## src/rtl/otter_ooo_pkg.sv

```systemverilog
// Shared out-of-order types for the OTTER core: RS tags, opcodes, ALU function codes
// and the reservation-station entry layout.
package otter_ooo_pkg;

    localparam int TAG_W = 4;
    typedef logic [TAG_W-1:0] RS_tag_type;
    localparam RS_tag_type TAG_INVALID = '0;

    typedef enum logic [6:0] {
        OPC_NONE   = 7'b0000000,
        OPC_OP_IMM = 7'b0010011,
        OPC_OP     = 7'b0110011
    } opcode_t;

    localparam logic [3:0] ALU_ADD = 4'b0000;
    localparam logic [3:0] ALU_SUB = 4'b1000;
    localparam logic [3:0] ALU_OR  = 4'b0110;
    localparam logic [3:0] ALU_AND = 4'b0111;
    localparam logic [3:0] ALU_XOR = 4'b0100;

    typedef struct packed {
        logic [3:0]  alu_fun;
        opcode_t     opcode;
        RS_tag_type  rd_tag;
        logic [31:0] v1;
        logic [31:0] v2;
        logic        rdy1;
        logic        rdy2;
        RS_tag_type  q1;
        RS_tag_type  q2;
    } rs_entry_t;

    // An idle CDB carries TAG_INVALID and must never wake an operand.
    function automatic logic cdb_match(input RS_tag_type q, input RS_tag_type cdb);
        return (cdb != TAG_INVALID) && (q == cdb);
    endfunction

endpackage

```

## src/rtl/rs_oldest_select.sv

```systemverilog
// Picks the oldest ready entry: older[j][i]=1 means entry j was issued before entry i.
// Purely combinational, one-hot (or zero) grant.
module rs_oldest_select #(
    parameter int DEPTH = 4
) (
    input  logic [DEPTH-1:0]            ready_mask,
    input  logic [DEPTH-1:0][DEPTH-1:0] older,
    output logic [DEPTH-1:0]            grant
);

    for (genvar gi = 0; gi < DEPTH; gi++) begin : g_grant
        logic [DEPTH-1:0] blockers;
        always_comb begin
            blockers = '0;
            for (int j = 0; j < DEPTH; j++) begin
                blockers[j] = ready_mask[j] & older[j][gi];
            end
        end
        assign grant[gi] = ready_mask[gi] & ~(|blockers);
    end

endmodule

```

## src/rtl/alu_reservation_station.sv

```systemverilog
// Reservation station in front of the OTTER ALU: buffers issued ops, snoops the CDB
// for missing operands and presents the oldest ready op to the FU until it is done.
module alu_reservation_station
    import otter_ooo_pkg::*;
#(
    parameter int DEPTH = 4
) (
    input  logic        clk,
    input  logic        rst_n,
    input  logic        flush,
    input  logic        issue_valid,
    output logic        issue_ready,
    input  logic [3:0]  issue_alu_fun,
    input  opcode_t     issue_opcode,
    input  RS_tag_type  issue_rd_tag,
    input  logic [31:0] issue_v1,
    input  logic [31:0] issue_v2,
    input  logic        issue_rdy1,
    input  logic        issue_rdy2,
    input  RS_tag_type  issue_q1,
    input  RS_tag_type  issue_q2,
    input  RS_tag_type  cdb_tag,
    input  logic [31:0] cdb_val,
    output logic [31:0] fu_v1,
    output logic [31:0] fu_v2,
    output logic        fu_v1_valid,
    output logic        fu_v2_valid,
    output logic [3:0]  fu_alu_fun,
    output opcode_t     fu_opcode,
    output RS_tag_type  fu_rd_tag,
    input  logic        fu_done
);

    typedef enum logic {IDLE, BUSY} state_t;

    state_t                      state_reg;
    rs_entry_t                   entry_reg [DEPTH];
    logic [DEPTH-1:0]            valid_reg, inflight_reg;
    logic [DEPTH-1:0][DEPTH-1:0] older_reg;
    logic [DEPTH-1:0]            free_mask, alloc_oh, ready_mask, grant, load_oh, retire_oh;
    logic                        issue_fire, load_en;
    rs_entry_t                   new_entry, sel_entry;

    logic        fu_valid_reg;
    logic [31:0] fu_v1_reg, fu_v2_reg;
    logic [3:0]  fu_alu_fun_reg;
    opcode_t     fu_opcode_reg;
    RS_tag_type  fu_rd_tag_reg;

    assign free_mask   = ~valid_reg;
    assign alloc_oh    = free_mask & (~free_mask + DEPTH'(1));
    assign issue_ready = |free_mask;
    assign issue_fire  = issue_valid & issue_ready & ~flush;

    // Operands produced on the CDB in the issue cycle are captured directly.
    always_comb begin
        new_entry         = '0;
        new_entry.alu_fun = issue_alu_fun;
        new_entry.opcode  = issue_opcode;
        new_entry.rd_tag  = issue_rd_tag;
        new_entry.q1      = issue_q1;
        new_entry.q2      = issue_q2;
        new_entry.rdy1    = issue_rdy1 | cdb_match(issue_q1, cdb_tag);
        new_entry.rdy2    = issue_rdy2 | cdb_match(issue_q2, cdb_tag);
        new_entry.v1      = issue_rdy1 ? issue_v1 : cdb_val;
        new_entry.v2      = issue_rdy2 ? issue_v2 : cdb_val;
    end

    for (genvar gi = 0; gi < DEPTH; gi++) begin : g_ready
        assign ready_mask[gi] = valid_reg[gi] & ~inflight_reg[gi]
                              & entry_reg[gi].rdy1 & entry_reg[gi].rdy2;
    end

    rs_oldest_select #(.DEPTH(DEPTH)) u_select (
        .ready_mask (ready_mask),
        .older      (older_reg),
        .grant      (grant)
    );

    assign load_en   = ~flush & (|grant) & ((state_reg == IDLE) | fu_done);
    assign load_oh   = grant & {DEPTH{load_en}};
    assign retire_oh = inflight_reg & {DEPTH{(state_reg == BUSY) & fu_done}};

    always_comb begin
        sel_entry = '0;
        for (int i = 0; i < DEPTH; i++) begin
            if (grant[i]) sel_entry = entry_reg[i];
        end
    end

    always_ff @(posedge clk or negedge rst_n) begin
        if (!rst_n) begin
            valid_reg    <= '0;
            inflight_reg <= '0;
            older_reg    <= '0;
            for (int i = 0; i < DEPTH; i++) entry_reg[i] <= '0;
        end else if (flush) begin
            valid_reg    <= '0;
            inflight_reg <= '0;
            older_reg    <= '0;
        end else begin
            for (int i = 0; i < DEPTH; i++) begin
                if (retire_oh[i]) begin
                    valid_reg[i]    <= 1'b0;
                    inflight_reg[i] <= 1'b0;
                end else if (load_oh[i]) begin
                    inflight_reg[i] <= 1'b1;
                end
                if (valid_reg[i] && !entry_reg[i].rdy1 && cdb_match(entry_reg[i].q1, cdb_tag)) begin
                    entry_reg[i].v1   <= cdb_val;
                    entry_reg[i].rdy1 <= 1'b1;
                end
                if (valid_reg[i] && !entry_reg[i].rdy2 && cdb_match(entry_reg[i].q2, cdb_tag)) begin
                    entry_reg[i].v2   <= cdb_val;
                    entry_reg[i].rdy2 <= 1'b1;
                end
                // New entry is younger than every entry currently held.
                if (issue_fire && alloc_oh[i]) begin
                    valid_reg[i]    <= 1'b1;
                    inflight_reg[i] <= 1'b0;
                    entry_reg[i]    <= new_entry;
                    for (int j = 0; j < DEPTH; j++) begin
                        older_reg[i][j] <= 1'b0;
                        older_reg[j][i] <= valid_reg[j];
                    end
                end
            end
        end
    end

    always_ff @(posedge clk or negedge rst_n) begin
        if (!rst_n) begin
            state_reg      <= IDLE;
            fu_valid_reg   <= 1'b0;
            fu_v1_reg      <= '0;
            fu_v2_reg      <= '0;
            fu_alu_fun_reg <= '0;
            fu_opcode_reg  <= OPC_NONE;
            fu_rd_tag_reg  <= TAG_INVALID;
        end else if (flush) begin
            state_reg      <= IDLE;
            fu_valid_reg   <= 1'b0;
            fu_v1_reg      <= '0;
            fu_v2_reg      <= '0;
            fu_alu_fun_reg <= '0;
            fu_opcode_reg  <= OPC_NONE;
            fu_rd_tag_reg  <= TAG_INVALID;
        end else if (load_en) begin
            state_reg      <= BUSY;
            fu_valid_reg   <= 1'b1;
            fu_v1_reg      <= sel_entry.v1;
            fu_v2_reg      <= sel_entry.v2;
            fu_alu_fun_reg <= sel_entry.alu_fun;
            fu_opcode_reg  <= sel_entry.opcode;
            fu_rd_tag_reg  <= sel_entry.rd_tag;
        end else if (state_reg == BUSY && fu_done) begin
            state_reg     <= IDLE;
            fu_valid_reg  <= 1'b0;
            fu_rd_tag_reg <= TAG_INVALID;
        end
    end

    assign fu_v1       = fu_v1_reg;
    assign fu_v2       = fu_v2_reg;
    assign fu_v1_valid = fu_valid_reg;
    assign fu_v2_valid = fu_valid_reg;
    assign fu_alu_fun  = fu_alu_fun_reg;
    assign fu_opcode   = fu_opcode_reg;
    assign fu_rd_tag   = fu_rd_tag_reg;

    a_q1_tagged: assert property (@(posedge clk) disable iff (!rst_n)
        (issue_valid && !issue_rdy1) |-> (issue_q1 != TAG_INVALID));
    a_q2_tagged: assert property (@(posedge clk) disable iff (!rst_n)
        (issue_valid && !issue_rdy2) |-> (issue_q2 != TAG_INVALID));
    a_done_busy: assert property (@(posedge clk) disable iff (!rst_n)
        fu_done |-> (state_reg == BUSY));

endmodule

```

## config.mk

```make
export PLATFORM = sky130hd
export DESIGN_NAME = alu_reservation_station
export DESIGN_NICKNAME = d
export VERILOG_FILES = /design/src/rtl/otter_ooo_pkg.sv /design/src/rtl/rs_oldest_select.sv /design/src/rtl/alu_reservation_station.sv
export SDC_FILE = /design/constraint.sdc
export NUM_CORES = 1
export LEC_CHECK = 0
export CELL_PAD_IN_SITES_DETAIL_PLACEMENT = 0
export CELL_PAD_IN_SITES_GLOBAL_PLACEMENT = 1
export CORE_ASPECT_RATIO = 0.8
export CORE_MARGIN = 2
export CORE_UTILIZATION = 29
export DETAILED_ROUTE_END_ITERATION = 8
export GPL_ROUTABILITY_DRIVEN = 0
export PLACE_DENSITY = 0.54
export SYNTH_ARGS = -nofsm -noshare
export SYNTH_HDL_FRONTEND = slang
export SYNTH_SLANG_ARGS = --single-unit
```

## constraint.sdc

```tcl
create_clock -name clk -period 2.6 [get_ports clk]
set_input_delay 0.39 -clock clk [delete_from_list [all_inputs] [get_ports clk]]
set_output_delay 0.39 -clock clk [all_outputs]
set_load 0.005 [all_outputs]
```

# After elaboration in Yosys (flattened, before gate mapping)
# Index checks and enable logic that the tools add are counted.
[classes]
bitwise_logic = 55
n_div = 0
n_addsub = 1
n_mux = 77
n_lt_le_gt_ge = 0
reduce_logical = 86
shifts = 0
mul = 0
n_eq_ne = 10
[ops]
columns = ["op", "n"]
rows = [
  ["32-bit 2-to-1 mux", 14],
  ["89-bit 2-to-1 mux", 4],
  ["74-bit 2-to-1 mux", 4],
  ["1-bit 2-to-1 mux", 41],
  ["4-bit equality test", 10],
  ["1-bit AND", 37],
  ["4-bit 2-to-1 mux", 9],
  ["3-bit nonzero test", 11],
  ["1-bit logical AND", 31],
  ["2-bit nonzero test", 13],
  ["2-bit AND reduction", 12],
  ["4-bit OR reduction", 6],
  ["4-bit nonzero test", 5],
  ["16-bit 2-to-1 mux", 1],
  ["7-bit 2-to-1 mux", 2],
  ["4-bit AND", 3],
  ["5-bit 2-to-1 mux", 2],
  ["1-bit NOT", 10],
  ["1-bit logical NOT", 8],
  ["4-bit NOT", 2],
  ["4-bit by 1-bit adder with 4-bit output, second input constant", 1],
  ["1-bit OR", 3],
]
[totals]
mem_count = 0
output_inout_bits = 82
ramBits = 0
wordCells = 295
in_bits = 130
latchBits = 0
register_bits = 460
rom_bits = 0

# Longest topological paths before layout
[depth]
ltp_word = 16
depth_mapped = 11
mapped_depth_nobuf = 6

# Cells and area by module
# A second synthesis with hierarchy kept.
[hier_totals]
hier_cells = 2082
hier_area_um2 = 23159.7
[modules_own_cells]
columns = ["mod", "area_per_inst_um2", "instances", "cells_each", "seq_area_each_um2"]
rows = [
  ["alu_reservation_station", 23074.6, 1, 2070, 11511.0],
  ["rs_oldest_select", 85.1, 1, 12, 0.0],
]

# Worst setup path before layout
# No wires, ideal clock.
[synth_path]
path_kind = "reg2reg"
from = "register valid_reg[2]"
to = "register fu_v2_reg[10], in the netlist fu_v2[10]"
n_path_buf = 4
path_stages_with_launch = 11
t_arrival_ps = 2075
setup_ps = 147
required_time_ps = 2453
period_less_slack_ps = 2223
slack_ps = 377
cell_sequence = "dfrtp_1 buf_2 and4b_1 a22oi_1 and4b_1 nor2b_1 buf_2 buf_2 buf_2 a221oi_1 o32ai_2"
[synth_via]
elab_chain_cells = 13
elab_cells_between_ends = 29
classes_between = "mux: 6; bitwise: 17; reduce/logical: 6"
[synth_lines]
columns = ["element", "line", "source"]
rows = [
  ["start, declared", "alu_reservation_station.sv:38", "logic [DEPTH-1:0] valid_reg, inflight_reg;"],
  ["start signal, assigned", "alu_reservation_station.sv:93", "valid_reg <= '0;"],
  ["start signal, assigned", "alu_reservation_station.sv:98", "valid_reg <= '0;"],
  ["start signal, assigned by index", "alu_reservation_station.sv:104", "valid_reg[i] <= 1'b0;"],
  ["1-bit AND (*)", "alu_reservation_station.sv:70", "assign ready_mask[gi] = valid_reg[gi] & ~inflight_reg[gi]"],
  ["1-bit AND (*) (2 in series)", "alu_reservation_station.sv:71", "& entry_reg[gi].rdy1 & entry_reg[gi].rdy2;"],
  ["1-bit AND", "rs_oldest_select.sv:16", "blockers[j] = ready_mask[j] & older[j][gi];"],
  ["4-bit OR reduction", "rs_oldest_select.sv:19", "assign grant[gi] = ready_mask[gi] & ~(|blockers);"],
  ["1-bit NOT", "rs_oldest_select.sv:19", ""],
  ["1-bit AND", "rs_oldest_select.sv:19", ""],
  ["89-bit 2-to-1 mux (4 in series)", "alu_reservation_station.sv:87", "if (grant[i]) sel_entry = entry_reg[i];"],
  ["32-bit 2-to-1 mux", "alu_reservation_station.sv:148", "end else if (load_en) begin"],
  ["32-bit 2-to-1 mux", "alu_reservation_station.sv:140", "end else if (flush) begin"],
  ["end signal, assigned", "alu_reservation_station.sv:152", "fu_v2_reg <= sel_entry.v2;"],
  ["end, declared", "alu_reservation_station.sv:45", "logic [31:0] fu_v1_reg, fu_v2_reg;"],
]
# Every way passes the cells marked *; elsewhere a longest branch is shown, timed or not. The select of a mux whose other input is x is not followed.
# A chain may end at the register's enable or synchronous reset.

# Final worst setup path
[layout_path]
from = "register inflight_reg[3]"
to = "register fu_v1_reg[21], in the netlist fu_v1[21]"
[layout_via]
elab_chain_cells = 14
elab_cells_between_ends = 30
classes_between = "mux: 6; bitwise: 18; reduce/logical: 6"
[layout_lines]
columns = ["element", "line", "source"]
rows = [
  ["start, declared", "alu_reservation_station.sv:38", ""],
  ["start signal, assigned", "alu_reservation_station.sv:94", "inflight_reg <= '0;"],
  ["start signal, assigned", "alu_reservation_station.sv:99", "inflight_reg <= '0;"],
  ["start signal, assigned by index", "alu_reservation_station.sv:105", "inflight_reg[i] <= 1'b0;"],
  ["1-bit NOT (*)", "alu_reservation_station.sv:70", ""],
  ["1-bit AND (*)", "alu_reservation_station.sv:70", ""],
  ["1-bit AND (*) (2 in series)", "alu_reservation_station.sv:71", ""],
  ["1-bit AND", "rs_oldest_select.sv:16", ""],
  ["4-bit OR reduction", "rs_oldest_select.sv:19", ""],
  ["1-bit NOT", "rs_oldest_select.sv:19", ""],
  ["1-bit AND", "rs_oldest_select.sv:19", ""],
  ["89-bit 2-to-1 mux (4 in series)", "alu_reservation_station.sv:87", ""],
  ["32-bit 2-to-1 mux", "alu_reservation_station.sv:148", ""],
  ["32-bit 2-to-1 mux", "alu_reservation_station.sv:140", ""],
  ["end signal, assigned", "alu_reservation_station.sv:151", "fu_v1_reg <= sel_entry.v1;"],
  ["end, declared", "alu_reservation_station.sv:45", ""],
]
# Marks and branches as above.

==> results.sh <==
export IMPL_run_status="finished clean"
export IMPL_num_nets_final=2547
export IMPL_worst_slew_pin_transition_ns=0.844
export IMPL_timing_worst_setup_path_type="flip-flop to flip-flop"
export IMPL_cts_tree="done"
export IMPL_ir_worst_vdd_mv=0.488
export IMPL_drv_max_cap_violation_count=0
export IMPL_layout_cells_most_common="dfrtp_1"
export IMPL_timing_clock_skew_ns=0.0201
export IMPL_drt_drc_violations_left=0
export IMPL_fin_ws_ns=0.0828
export IMPL_share_of_the_synthesized_area_in_the_top_cell_type=0.514
export IMPL_rr_endpoint="fu_v1[21]"
export IMPL_dp_hpwl_um=53800
export IMPL_hold_path_endpoint="inflight_reg[0]"
export IMPL_post_route_min_period_ns=2.52
export IMPL_final_report_max_slew_violation_count=0
export IMPL_synth_yosys_seq_area_share=0.514
export IMPL_netlist_top_cells_area="dfrtp_1 (51%), mux2i_1 (8.6%), nand2_1 (6.0%)"
export IMPL_drt_wl_total_um=85100
export IMPL_maximum_buffer_depth_of_the_clock_tree=3
export IMPL_clock_sink_count=460
export IMPL_synth_area_leader_cell="dfrtp_1"
export IMPL_clockRootBuffer="clkbuf_16"
export IMPL_syn_mean_instance_area_sq_um=9.99
export IMPL_power_leakage_nw=12.6
export IMPL_first_global_vias=18900
export IMPL_detail_route_wl_per_cell_um=24.4
export IMPL_layout_area_overhead_vs_synth_pct=26.8
export IMPL_hold_path_startpoint="flush"
export IMPL_grt_first_pass_wirelength_um=127000
export IMPL_min_path_type="input pin to flip-flop"
export IMPL_detail_route_antenna_nets=0
export IMPL_initial_core_util=0.292
export IMPL_placement_setup_worst_slack_ns=-0.0845
export IMPL_postSynthRegisterBits=460
export IMPL_clk_transition_reported_paths_ns=0.06
export IMPL_ys_types=47
export IMPL_layout_common_cells="dfrtp_1 (460), nand2_1 (349), o21ai_0 (259)"
export IMPL_final_hold_viol_count=0
export IMPL_fp_dieH_um=253
export IMPL_grt_usage=0.212
export IMPL_die_width_um=315
export IMPL_drt_iter0_markers=1441
export IMPL_clock_tree_htree_level_count=2
export IMPL_number_of_top_level_pins=212
export IMPL_mappedNetlistArea_sq_um=22400
export IMPL_antenna_found_initial=4
export IMPL_placedInstanceArea_sq_um=26600
export IMPL_edff_count_synth=0
export IMPL_synth_warning_count=0
export IMPL_synthCells=2243
export IMPL_layout_worst_path_cycle_share=0.968
export IMPL_routed_via_density=5.26
export IMPL_largest_register_ff_count=356
export IMPL_critPathArrivalTime_ns=3.03
export IMPL_setup_slack_on_the_worst_flop_to_flop_path_ns=0.08
export IMPL_grt_start_max_net_pins=85
export IMPL_powerDensity_nw_per_um2=690
export IMPL_maxClockFrequency_ghz=0.397
export IMPL_worstPathMaxFanout=12
export IMPL_port_buffer_count=211
export IMPL_finalInstanceArea_sq_um=28400
export IMPL_fin_hold_ws_ns=0.102
export IMPL_synthesis_nets=2373
export IMPL_fp_dieArea_sq_um=79500
export IMPL_critical_path_reg2reg_startpoint="inflight_reg[3]"
export IMPL_setup_crit_end_kind="flip-flop"
export IMPL_async_reset_ff_frac=1.00
export IMPL_rsz0062_at_grt="false"
export IMPL_startpoint_type="flip-flop"
export IMPL_insertion_delay_ns=0.61
export IMPL_total_negative_slack_for_setup_checks_ns=0
export IMPL_first_pass_iteration_count_of_the_detailed_router=5
export IMPL_required_ns=3.11
export IMPL_globalRoute_totalOverflow=0
export IMPL_ys_flop_type="dfrtp_1"
export IMPL_drive_gt1_frac=0.145
export IMPL_setup_violations_final=0
export IMPL_dr_total_vias=18300
export IMPL_max_slew_margin=0.437
export IMPL_timing_hold_worst_path_depth=2
export IMPL_core_rowCount=91
export IMPL_core_footprint_sq_um=76700
export IMPL_tritoncts_num_buffers=53
export IMPL_timing_reg2reg_worst_path_depth=9
how the worst max path moves through the flow:
stage | from | to | depth (start not counted)
after floorplan | valid_reg[2] | fu_v2[10] | 10
final | inflight_reg[3] | fu_v1[21] | 9
after detailed placement | cdb_tag[2] | entry_reg[283] | 10
after global placement | cdb_tag[2] | entry_reg[291] | 10
after global routing | inflight_reg[3] | fu_v1[22] | 9
after CTS | inflight_reg[2] | fu_v1[12] | 7
cell type report:
class	instances	area [sq um]
Fill cell	7667	48300
Sequential cell	460	11500
Clock inverter	11	86.3
Inverter	9	33.8
Multi-Input combinational cell	1554	10100
Antenna cell	3	7.51
Clock buffer	86	1660
Tap cell	1023	1280
Timing Repair Buffer	339	3720
critical path: stages (launching register included):
cell,delay [ns]
dfrtp_1,0.42
and4b_1,0.41
a22oi_1,0.14
and3_4,0.24
o41ai_4,0.33
buf_4,0.21
buf_4,0.20
buf_12,0.17
a21oi_1,0.06
o32ai_2,0.25
what timing repair did:
action                                  4_1_cts  5_1_grt
resized for setup                             0        7
hold buffers                                  1        0
endpoints found under the setup margin        0       52
buffers inserted                              0        1
hold endpoints to repair                     39        0
cells in the mapped netlist, types with 4 or more instances:
cell and count:
clkbuf_1 161, dfrtp_1 460, nor2_1 159, a21oi_1 144
buf_2 27, o32ai_2 60, mux2i_1 193, and4b_1 6
a22o_1 12, a22oi_1 13, o21a_1 14, o21ai_0 259
buf_4 6, o21ai_1 4, a221oi_1 67, xor2_1 18
and3_1 4, a21o_1 14, nor2b_1 6, buf_1 19
nand2_1 357, a221o_1 12, a31oi_1 10, buf_6 7
and2_1 5, xnor2_1 24, mux2_2 46, inv_1 9
o22ai_1 64, nand3_1 18, nor3_1 17
layer usage:
layer | vias up | GRT usage | part of all wire
li1 | 8393 | - | -
met1 | 9296 | 0.299 | 0.47
met2 | 531 | 0.335 | 0.46
met3 | 95 | 0.0378 | 0.058
met4 | 2 | 0.0501 | 0.016
met5 | - | 0 | 0.00015
logic make-up after synthesis:
family                 Yosys count  synth area share
multiplexers                   239             0.109
AO/OA/AOI/OAI                  690             0.213
XOR/XNOR                        42            0.0164
buffers and inverters          229            0.0432
AND/OR/NAND/NOR                583             0.104
flip-flops                     460             0.514
through the flow:
step                       util  cells  power (W)
final                     0.370   3485     0.0196
after global routing      0.370   3485     0.0206
after CTS                 0.370   3480     0.0198
after detailed placement  0.347   3382     0.0121
after global placement    0.347   3382     0.0120
after floorplan               -   2243     0.0107
power breakdown:
part | internal [W] | total [W] | switching (W)
registers | 0.00825 | 0.00889 | 0.000640
logic | 0.00138 | 0.00314 | 0.00176
clock network | 0.00444 | 0.00759 | 0.00314
Note: power is estimated with default switching activity, not from simulation.
